===== config.mk =====
export PLATFORM = sky130hd
export DESIGN_NAME = countdown_timer_4bit_flat
export DESIGN_NICKNAME = d
export VERILOG_FILES = /design/src/rtl/countdown_timer_4bit_if.sv /design/src/rtl/countdown_timer_4bit.sv /design/src/flat_wrapper.sv
export SDC_FILE = /design/constraint.sdc
export NUM_CORES = 1
export LEC_CHECK = 0
export CORE_AREA = 2 2 39 41
export CTS_CLUSTER_SIZE = 16
export DETAILED_ROUTE_END_ITERATION = 6
export DIE_AREA = 0 0 41 43
export GPL_ROUTABILITY_DRIVEN = 0
export GPL_TIMING_DRIVEN = 0
export PLACE_DENSITY = 0.68
export SETUP_SLACK_MARGIN = 0.1
export SLEW_MARGIN = 40
export SYNTH_ARGS = -nofsm -noshare
export SYNTH_HDL_FRONTEND = slang
export SYNTH_SLANG_ARGS = --single-unit

===== constraint.sdc =====
create_clock -name clk -period 2 [get_ports clk]
set_input_delay 0.3 -clock clk [delete_from_list [all_inputs] [get_ports clk]]
set_output_delay 0.3 -clock clk [all_outputs]
set_load 0.02 [all_outputs]

===== src/rtl/countdown_timer_4bit_if.sv =====
// Control/status bundle for countdown_timer_4bit: the sequencer side drives commands,
// the timer side returns count, busy and done.
interface countdown_timer_4bit_if;
    logic       load;
    logic [3:0] load_data;
    logic       start;
    logic       stop;
    logic       auto_reload;
    logic [3:0] count;
    logic       busy;
    logic       done;

    modport master (
        output load, load_data, start, stop, auto_reload,
        input  count, busy, done
    );

    modport slave (
        input  load, load_data, start, stop, auto_reload,
        output count, busy, done
    );
endinterface


===== src/rtl/countdown_timer_4bit.sv =====
// Loadable 4-bit down-counting timer with a one-cycle done pulse at terminal count.
// Define COUNTDOWN_AUTORELOAD_EN to honour auto_reload (reload and keep running at terminal count).
module countdown_timer_4bit (
    input  logic                  clk,
    input  logic                  reset_n,
    countdown_timer_4bit_if.slave bus
);
    typedef enum logic {IDLE = 1'b0, RUN = 1'b1} state_t;

    state_t     state, state_nxt;
    logic [3:0] count_q, count_nxt;
    logic [3:0] reload_q, reload_nxt;
    logic       busy_q, busy_nxt;
    logic       done_q, done_nxt;
    logic       reload_hit;

`ifdef COUNTDOWN_AUTORELOAD_EN
    // A zero reload value would put RUN at count 0, so it falls back to stopping.
    assign reload_hit = bus.auto_reload && (reload_q != 4'd0);
`else
    logic unused_reload;
    assign reload_hit    = 1'b0;
    assign unused_reload = bus.auto_reload ^ (|reload_q);
`endif

    always_ff @(posedge clk or negedge reset_n) begin
        if (!reset_n) begin
            state    <= IDLE;
            count_q  <= 4'd0;
            reload_q <= 4'd0;
            busy_q   <= 1'b0;
            done_q   <= 1'b0;
        end else begin
            state    <= state_nxt;
            count_q  <= count_nxt;
            reload_q <= reload_nxt;
            busy_q   <= busy_nxt;
            done_q   <= done_nxt;
        end
    end

    always_comb begin
        state_nxt  = state;
        count_nxt  = count_q;
        reload_nxt = reload_q;
        done_nxt   = 1'b0;

        if (bus.load) begin
            // Load wins over everything, including a coincident terminal count.
            count_nxt  = bus.load_data;
            reload_nxt = bus.load_data;
            state_nxt  = IDLE;
        end else begin
            case (state)
                IDLE: begin
                    if (!bus.stop && bus.start) begin
                        if (count_q != 4'd0) begin
                            state_nxt = RUN;
                        end else begin
                            done_nxt = 1'b1;
                        end
                    end
                end
                RUN: begin
                    if (bus.stop) begin
                        state_nxt = IDLE;
                    end else if (count_q == 4'd1) begin
                        done_nxt = 1'b1;
                        if (reload_hit) begin
                            count_nxt = reload_q;
                        end else begin
                            count_nxt = 4'd0;
                            state_nxt = IDLE;
                        end
                    end else begin
                        count_nxt = count_q - 4'd1;
                    end
                end
                default: state_nxt = IDLE;
            endcase
        end

        busy_nxt = (state_nxt == RUN);
    end

    assign bus.count = count_q;
    assign bus.busy  = busy_q;
    assign bus.done  = done_q;
endmodule


===== src/flat_wrapper.sv =====
// flat-port wrapper written by rule: the top's interface ports become plain ports
module countdown_timer_4bit_flat 
  (clk, reset_n, bus_load, bus_load_data, bus_start, bus_stop, bus_auto_reload, bus_count, bus_busy, bus_done);
  countdown_timer_4bit_if bus_i ();
  input  logic clk;
  input  logic reset_n;
  input wire logic [$bits(bus_i.load)-1:0] bus_load;
  input wire logic [$bits(bus_i.load_data)-1:0] bus_load_data;
  input wire logic [$bits(bus_i.start)-1:0] bus_start;
  input wire logic [$bits(bus_i.stop)-1:0] bus_stop;
  input wire logic [$bits(bus_i.auto_reload)-1:0] bus_auto_reload;
  output wire logic [$bits(bus_i.count)-1:0] bus_count;
  output wire logic [$bits(bus_i.busy)-1:0] bus_busy;
  output wire logic [$bits(bus_i.done)-1:0] bus_done;
  assign bus_i.load = bus_load;
  assign bus_i.load_data = bus_load_data;
  assign bus_i.start = bus_start;
  assign bus_i.stop = bus_stop;
  assign bus_i.auto_reload = bus_auto_reload;
  assign bus_count = bus_i.count;
  assign bus_busy = bus_i.busy;
  assign bus_done = bus_i.done;
  countdown_timer_4bit u_core (.clk(clk), .reset_n(reset_n), .bus(bus_i));
endmodule

==> results of run 1 <==
cell usage after synthesis, types with 2 or more instances:
master   instances  share of area (%)
dfrtp_1          6                 38
a21oi_1          3                3.8
ha_1             3                9.6
inv_1            3                2.9
nand2_1          3                2.9
nor2b_1          3                4.8
nor2_1           2                1.9
per-layer routing:
metal  track usage [%]  up-vias
li1                  -      180
met4              10.0        0
met3              3.14        5
met1              14.3      168
met5                 0        -
met2              14.7       16
registers in the layout, indices dropped and copies added (netlist names):
| register | cells |
|---|---|
| u_core.state | 1 |
| u_core.bus.done | 1 |
| u_core.bus.count | 4 |
final cells by class:
| cell class | count | area [sq um] | area share (%) |
|---|---|---|---|
| Tap cell | 16 | 20.0 | 3.48 |
| Sequential cell | 6 | 150 | 26.1 |
| Clock buffer | 3 | 22.5 | 3.91 |
| Buffer | 1 | 5.00 | 0.870 |
| Timing Repair Buffer | 14 | 140 | 24.3 |
| Inverter | 3 | 11.3 | 1.96 |
| Multi-Input combinational cell | 29 | 226 | 39.3 |
worst max path at each step:
stage	start	end	depth (start not counted)
after floorplan	u_core.bus.count[1]	u_core.bus.count[3]	5
after global placement	bus_stop	u_core.bus.count[1]	4
after detailed placement	bus_stop	u_core.bus.count[3]	4
after CTS	u_core.state	bus_busy	1
after global routing	u_core.state	bus_busy	1
final	u_core.state	bus_busy	1
kinds of logic (layout without fill, tap and decap cells):
family | Yosys count | count (layout) | share of synthesized area, %
buffers and inverters | 4 | 21 | 4.14
adder cells (fa/ha/maj) | 3 | 3 | 9.56
AND/OR/NAND/NOR | 12 | 12 | 18.5
AO/OA/AOI/OAI | 13 | 13 | 25.8
flip-flops | 6 | 6 | 38.2
multiplexers | 1 | 1 | 3.82
power groups by stage:
stage / Clock (mW) / Sequential [mW] / Combinational (mW)
finish: 0.109 / 0.144 / 0.0969
global route: 0.120 / 0.145 / 0.106
CTS: 0.113 / 0.144 / 0.0980
detailed placement: 0 / 0.146 / 0.0974
global placement: 0 / 0.145 / 0.0971
floorplan: 0 / 0.155 / 0.0413
==> results.cfg, run 1 <==
[worst_setup_path]
critPathCaptureType = output pin
critPathKind = reg2out
rr_endpoint = u_core.bus.count[3]
max_stage_delay_ns = 0.65
r2r_cells = 4
crit_buf_inv = 1
worst-path-max-fanout = 8
slowest_stage = clkdlybuf4s50_1
cp_top_family = buffers and inverters
r2r_slack_ns = 0.55
cp-start-kind = flop
crit_path_cell_trace = clkdlybuf4s50_1
required_ns = 1.70
critPathArrivalTime_ns = 1.37
timing.rr.start = u_core.bus.count[0]

[grt]
antenna_found_initial = 0
grt_first_pass_wirelength_mm = 1.30
gr-total-overflow = 0
grt_pass1_vias = 319
grt_max_degree = 11
grt_usage_pct = 11.3

[sta]
finalWorstSetupSlack_ns = 0.333
final.setup.tns_ns = 0
maxSlewViolCount = 0
fin_hold_ws_ns = 0.301
worst_pin_slew_ns = 0.293
min_period_over_period_pct = 83.3
setup_viol = 0
clock-skew-final_ns = 0.00206
finalHoldViolations = 0
max_freq_mhz = 600
relSlewSlack_pct = 80.2
min_period_ns = 1.67
rsz0062_at_grt = no

[clocking]
cts.reportedPaths.clkPinSlew_ns = 0.04
clockRootBuffer = clkbuf_4
cts_tree = done
h-tree-depth = 1
clk_latency_ns = 0.24
cts_made_buffers = 3
clk_path_buf_depth = 2
cts_num_sinks = 6
cts_resized = 0
post-cts-setup-buffers = 0
cts_hold_buf = 0

[pwr]
swShare_pct = 28.6
power_density_nw_per_um2 = 608
seq_power_share_pct = 41.1
internal-power_uw = 250
switching_power_uw = 100
finalPower_uw = 350
power_frac_comb_pct = 27.7
vdd_drop_max_uv = 192
leakage_nw = 0.247
clkPwrFrac_pct = 31.3

[floorplan]
core-area_sq_um = 1380
ios = 16
die_w_um = 41
fp.dieArea_sq_um = 1760
start_util_pct = 28.4
die_h_um = 43
rows = 14

[placed_design]
dpl_cell_area_sq_um = 553
place_ws_ns = 0.473
numPlacedInstances = 69
portBuffers = 14
dpl.hpwl_um = 631

[run]
maxCapViolCount = 0

[cells_and_area]
insertedDiodeCount = 0
final_common_cell = clkdlybuf4s50_1
design_area_sq_um = 576
final_cell_mix = clkdlybuf4s50_1 (14), dfrtp_1 (6)
final_util_pct = 41.6
nFillCells = 149
fin_cells = 72
layout.nets = 71
layout-drive-gt1-share_pct = 16.1
area_growth_pct = 46.5

[yosys]
ys.flop_type = dfrtp_1
synth-seq-cells = 6
yosysWarningCount = 0
syn_avg_cell_area_sq_um = 10.1
synth_area_sq_um = 393
netlist_instances = 39
synth_edf_count = 0
synth_nets = 52
yosysSeqAreaShare_pct = 38.2
async_flop_share_pct = 100
ys_types = 23

[drt]
drt_iter0_drc = 4
route.met3.wl_um = 60
wl_met1_um = 352
routed.top_layer = met4
drt_wl_total_um = 800
dr.pass1.iters = 4
num_vias = 369
drc = 0
vias_per_cell = 5.13
wl_met2_um = 353
wl_per_cell_um = 11.1
antenna_left = 0

[run_status]
status = finished, final reports clean

[hold_path]
min_path_type = in2async
No activity file was read; power rests on OpenSTA's default activity.
==> run 2, diff against run 1 <==
clock period = 1.72 ns   (was 2 ns; I/O delays follow)
==> run 2 against run 1 <==
Effect of this change: clock skew is essentially flat; critical path depth did not move; die area stayed put; final cell count unchanged; largest cell class unchanged; clock power rose by 17%; hold slack worse by 0.042 ns; routed wire length rose by 0.13%; global-route usage increased by 0.10 points; critical endpoint is now bus_count[2]; sequential share of layout area fell by 0.057 points; register-to-register slack worse by 0.28 ns; critical path type unchanged; sequential power is 16% higher; combinational power is 15% higher.
==> results.cfg, run 2 (synthesis results as in run 1) <==
[drt]
drt_wl_total_um = 801
drc = 0
route.met3.wl_um = 59
vias_per_cell = 5.15
antenna_left = 0
num_vias = 371
wl_met2_um = 360
wl_met1_um = 351
wl_per_cell_um = 11.1
dr.pass1.iters = 2
drt_iter0_drc = 4
routed.top_layer = met4

[run]
maxCapViolCount = 0

[worst_setup_path]
required_ns = 1.46
crit_path_cell_trace = clkdlybuf4s50_1
cp_top_family = buffers and inverters
slowest_stage = clkdlybuf4s50_1
critPathKind = reg2out
critPathArrivalTime_ns = 1.28
max_stage_delay_ns = 0.63
worst-path-max-fanout = 5
crit_buf_inv = 1
critPathCaptureType = output pin
r2r_slack_ns = 0.27
cp-start-kind = flop

[grt]
grt_max_degree = 11
grt_usage_pct = 11.4
grt_pass1_vias = 324
grt_first_pass_wirelength_mm = 1.32
antenna_found_initial = 0
gr-total-overflow = 0

[hold_path]
min_path_type = in2async

[floorplan]
fp.dieArea_sq_um = 1760
ios = 16
rows = 14
die_h_um = 43
die_w_um = 41
core-area_sq_um = 1380
start_util_pct = 28.4

[sta]
relSlewSlack_pct = 80.2
finalHoldViolations = 0
clock-skew-final_ns = 0.00209
min_period_ns = 1.54
final.setup.tns_ns = 0
rsz0062_at_grt = no
worst_pin_slew_ns = 0.293
max_freq_mhz = 651
maxSlewViolCount = 0
min_period_over_period_pct = 89.3
fin_hold_ws_ns = 0.259
setup_viol = 0

[run_status]
status = finished, final reports clean

[placed_design]
dpl.hpwl_um = 631
numPlacedInstances = 69
portBuffers = 14

[clocking]
cts_made_buffers = 3
h-tree-depth = 1
cts_tree = done
clockRootBuffer = clkbuf_4
cts_num_sinks = 6
cts_hold_buf = 0
clk_latency_ns = 0.24
cts.reportedPaths.clkPinSlew_ns = 0.04
clk_path_buf_depth = 2

[cells_and_area]
insertedDiodeCount = 0
final_cell_mix = clkdlybuf4s50_1 (12), dfrtp_1 (6)
layout.nets = 71
layout-drive-gt1-share_pct = 16.1
final_util_pct = 41.7
final_common_cell = clkdlybuf4s50_1
largest_register_ffs = 4
area_growth_pct = 46.8
fin_cells = 72

[pwr]
power_density_nw_per_um2 = 703
finalPower_uw = 405
vdd_drop_max_uv = 223
leakage_nw = 0.258
==> run 2: changes by cell type in the layout (fill, tap and decap cells not counted), sizes merged <==
cell	delta
dlymetal6s2s	+1
dlygate4sd2	+1
clkdlybuf4s50	-2
==> run 2: through the flow <==
step           area [sq um]  setup slack, ns
3_5_place_dp            553            0.235
3_3_place_gp            553            0.249
5_1_grt                 577            0.116
2_1_floorplan           393            0.300
4_1_cts                 574            0.118
6_report                577            0.183
==> run 2: metal layers <==
| layer | vias to the layer above | GRT usage, % |
|---|---|---|
| li1 | 180 | - |
| met1 | 172 | 14.6 |
| met2 | 14 | 14.7 |
| met3 | 5 | 3.14 |
| met4 | 0 | 10.0 |
| met5 | - | 0 |
==> run 2: path summary, 6_finish.rpt <==
check / startpoint / to / cells past startpoint
max reg2reg: u_core.bus.count[0] / u_core.bus.count[3] / 4
min in group clk: u_core.bus.count[3] / u_core.bus.count[3] / 2
min: reset_n / u_core.bus.count[2] / 1
max in group asynchronous: reset_n / u_core.bus.count[0] / 1
max: u_core.bus.count[2] / bus_count[2] / 1
min reg2reg: u_core.bus.count[3] / u_core.bus.count[3] / 2
==> run 2: power by group <==
| group | switching [mW] | internal (mW) | total, mW |
|---|---|---|---|
| clock | 0.0484 | 0.0787 | 0.127 |
| combinational | 0.0529 | 0.0581 | 0.111 |
| sequential | 0.0145 | 0.152 | 0.167 |
==> run 2: worst register-to-register path: cells and delay by family, from the launching register on <==
family | cells | cell delay [ns]
AO/OA/AOI/OAI | 2 | 0.27
AND/OR/NAND/NOR | 1 | 0.35
flip-flops | 1 | 0.45
adder cells (fa/ha/maj) | 1 | 0.30
==> run 2: timing repair <==
item | in CTS | in global routing
gates resized for setup | 1 | 1
buffers inserted | 0 | 0
setup endpoints to repair | 1 | 1
==> run 2: cell type report <==
class	count	area, sq um
fillers	149	807
multi-input cells	29	226
flip-flops and latches	6	150
repair buffers	14	141
clock buffers	3	22.5
well taps	16	20.0
inverters	3	11.3
plain buffers	1	5.00
==> run 3, diff against run 2 <==
PLACE_DENSITY = 0.71   (was 0.68)
clock period = 1.38 ns   (was 1.72 ns; I/O delays follow)
==> run 3 against run 2 <==
Effect of this change: core utilization rose by 4.8 points; routed wire length grew 17%; setup slack worse by 0.060 ns; critical path type is now reg2reg; largest cell class unchanged.
==> results.cfg, run 3 (synthesis results as in run 1) <==
[run_status]
status = finished, final reports clean

[sta]
setup_viol = 0
finalHoldViolations = 0
maxSlewViolCount = 0
clock-skew-final_ns = 0.00310
relSlewSlack_pct = 78.3
max_freq_mhz = 796
min_period_over_period_pct = 91.1
min_period_ns = 1.26
fin_hold_ws_ns = 0.202
worst_pin_slew_ns = 0.322
rsz0062_at_grt = yes

[pwr]
vdd_drop_max_uv = 316
power_density_nw_per_um2 = 872
leakage_nw = 0.283
finalPower_uw = 561

[floorplan]
core-area_sq_um = 1380
die_w_um = 41
fp.dieArea_sq_um = 1760
start_util_pct = 28.4
ios = 16
die_h_um = 43
rows = 14

[cells_and_area]
final_cell_mix = clkdlybuf4s50_1 (8), dlygate4sd2_1 (4)
nFillCells = 129
area_growth_pct = 63.7
design_area_sq_um = 643
final_common_cell = clkdlybuf4s50_1
layout-drive-gt1-share_pct = 33.9
layout.nets = 73
insertedDiodeCount = 0
final_util_pct = 46.5
largest_register_ffs = 4

[worst_setup_path]
critPathKind = reg2reg
cp-start-kind = flop
worst-path-max-fanout = 5
required_ns = 1.55
critPathCaptureType = flop
r2r_cells = 4
critPathArrivalTime_ns = 1.43

[drt]
vias_per_cell = 4.87
wl_per_cell_um = 12.5
antenna_left = 0
drt_wl_total_um = 941
drt_iter0_drc = 10
drc = 0
dr.pass1.iters = 4
num_vias = 365

[grt]
grt_first_pass_wirelength_mm = 1.48
antenna_found_initial = 0
gr-total-overflow = 0
grt_pass1_vias = 376
grt_usage_pct = 12.7
grt_max_degree = 11

[placed_design]
dpl.hpwl_um = 658
dpl_cell_area_sq_um = 558
portBuffers = 14

[run]
maxCapViolCount = 0

[clocking]
h-tree-depth = 1
clk_latency_ns = 0.25
cts_tree = done
cts_hold_buf = 0
clk_path_buf_depth = 2
clockRootBuffer = clkbuf_4
cts_made_buffers = 3
cts_num_sinks = 6
cts.reportedPaths.clkPinSlew_ns = 0.05

[hold_path]
min_path_type = in2async
[run 3: cell type report]
type / count / area [sq um] / share of cell area (%)
well taps: 16 / 20.0 / 3.11
plain buffers: 1 / 5.00 / 0.778
multi-input cells: 29 / 279 / 43.4
clock buffers: 4 / 26.3 / 4.09
inverters: 3 / 13.8 / 2.14
repair buffers: 16 / 145 / 22.6
flip-flops and latches: 6 / 154 / 23.9
[run 3: stage by stage]
stage	worst slack [ns]	setup TNS, ns	instances
2_1_floorplan	0.0917	0	39
3_3_place_gp	-0.0470	-0.153	69
3_5_place_dp	-0.0935	-0.236	69
4_1_cts	0.0667	0	75
5_1_grt	0.0409	0	75
6_report	0.123	0	75
[run 3: critical path, cell delays in order (launching register included)]
cell and delay [ns]:
dfrtp_2 0.45, ha_4 0.20, nor4b_2 0.28, a31oi_1 0.12, a21oi_1 0.13
[run 3: power by group]
| group | switching (mW) | internal, mW |
|---|---|---|
| Combinational | 0.0814 | 0.0814 |
| Clock | 0.0748 | 0.110 |
| Sequential | 0.0217 | 0.191 |
[run 3: final timing paths]
| check | slack (ns) | startpoint | to |
|---|---|---|---|
| setup / recovery | 0.12 | u_core.bus.count[0] | u_core.bus.count[3] |
| hold / removal | 0.20 | reset_n | u_core.bus.count[2] |
| setup reg to reg | 0.12 | u_core.bus.count[0] | u_core.bus.count[3] |
| hold reg to reg | 0.60 | u_core.bus.count[3] | u_core.bus.count[3] |
| max in group asynchronous | 0.93 | reset_n | u_core.state |
| min in group clk | 0.51 | bus_load_data[1] | u_core.bus.count[1] |
[run 3: routing by layer]
layer,vias to the layer above,global-route usage (%),share of wire [%]
li1,183,-,-
met1,169,14.9,41
met2,11,19.4,52
met3,2,0,3.6
met4,0,12.0,2.6
met5,-,0,0
[run 3: what timing repair did]
item	in CTS	in global routing
pin swaps	0	2
gates resized for setup	11	7
buffers inserted	2	0
setup endpoints to repair	8	4
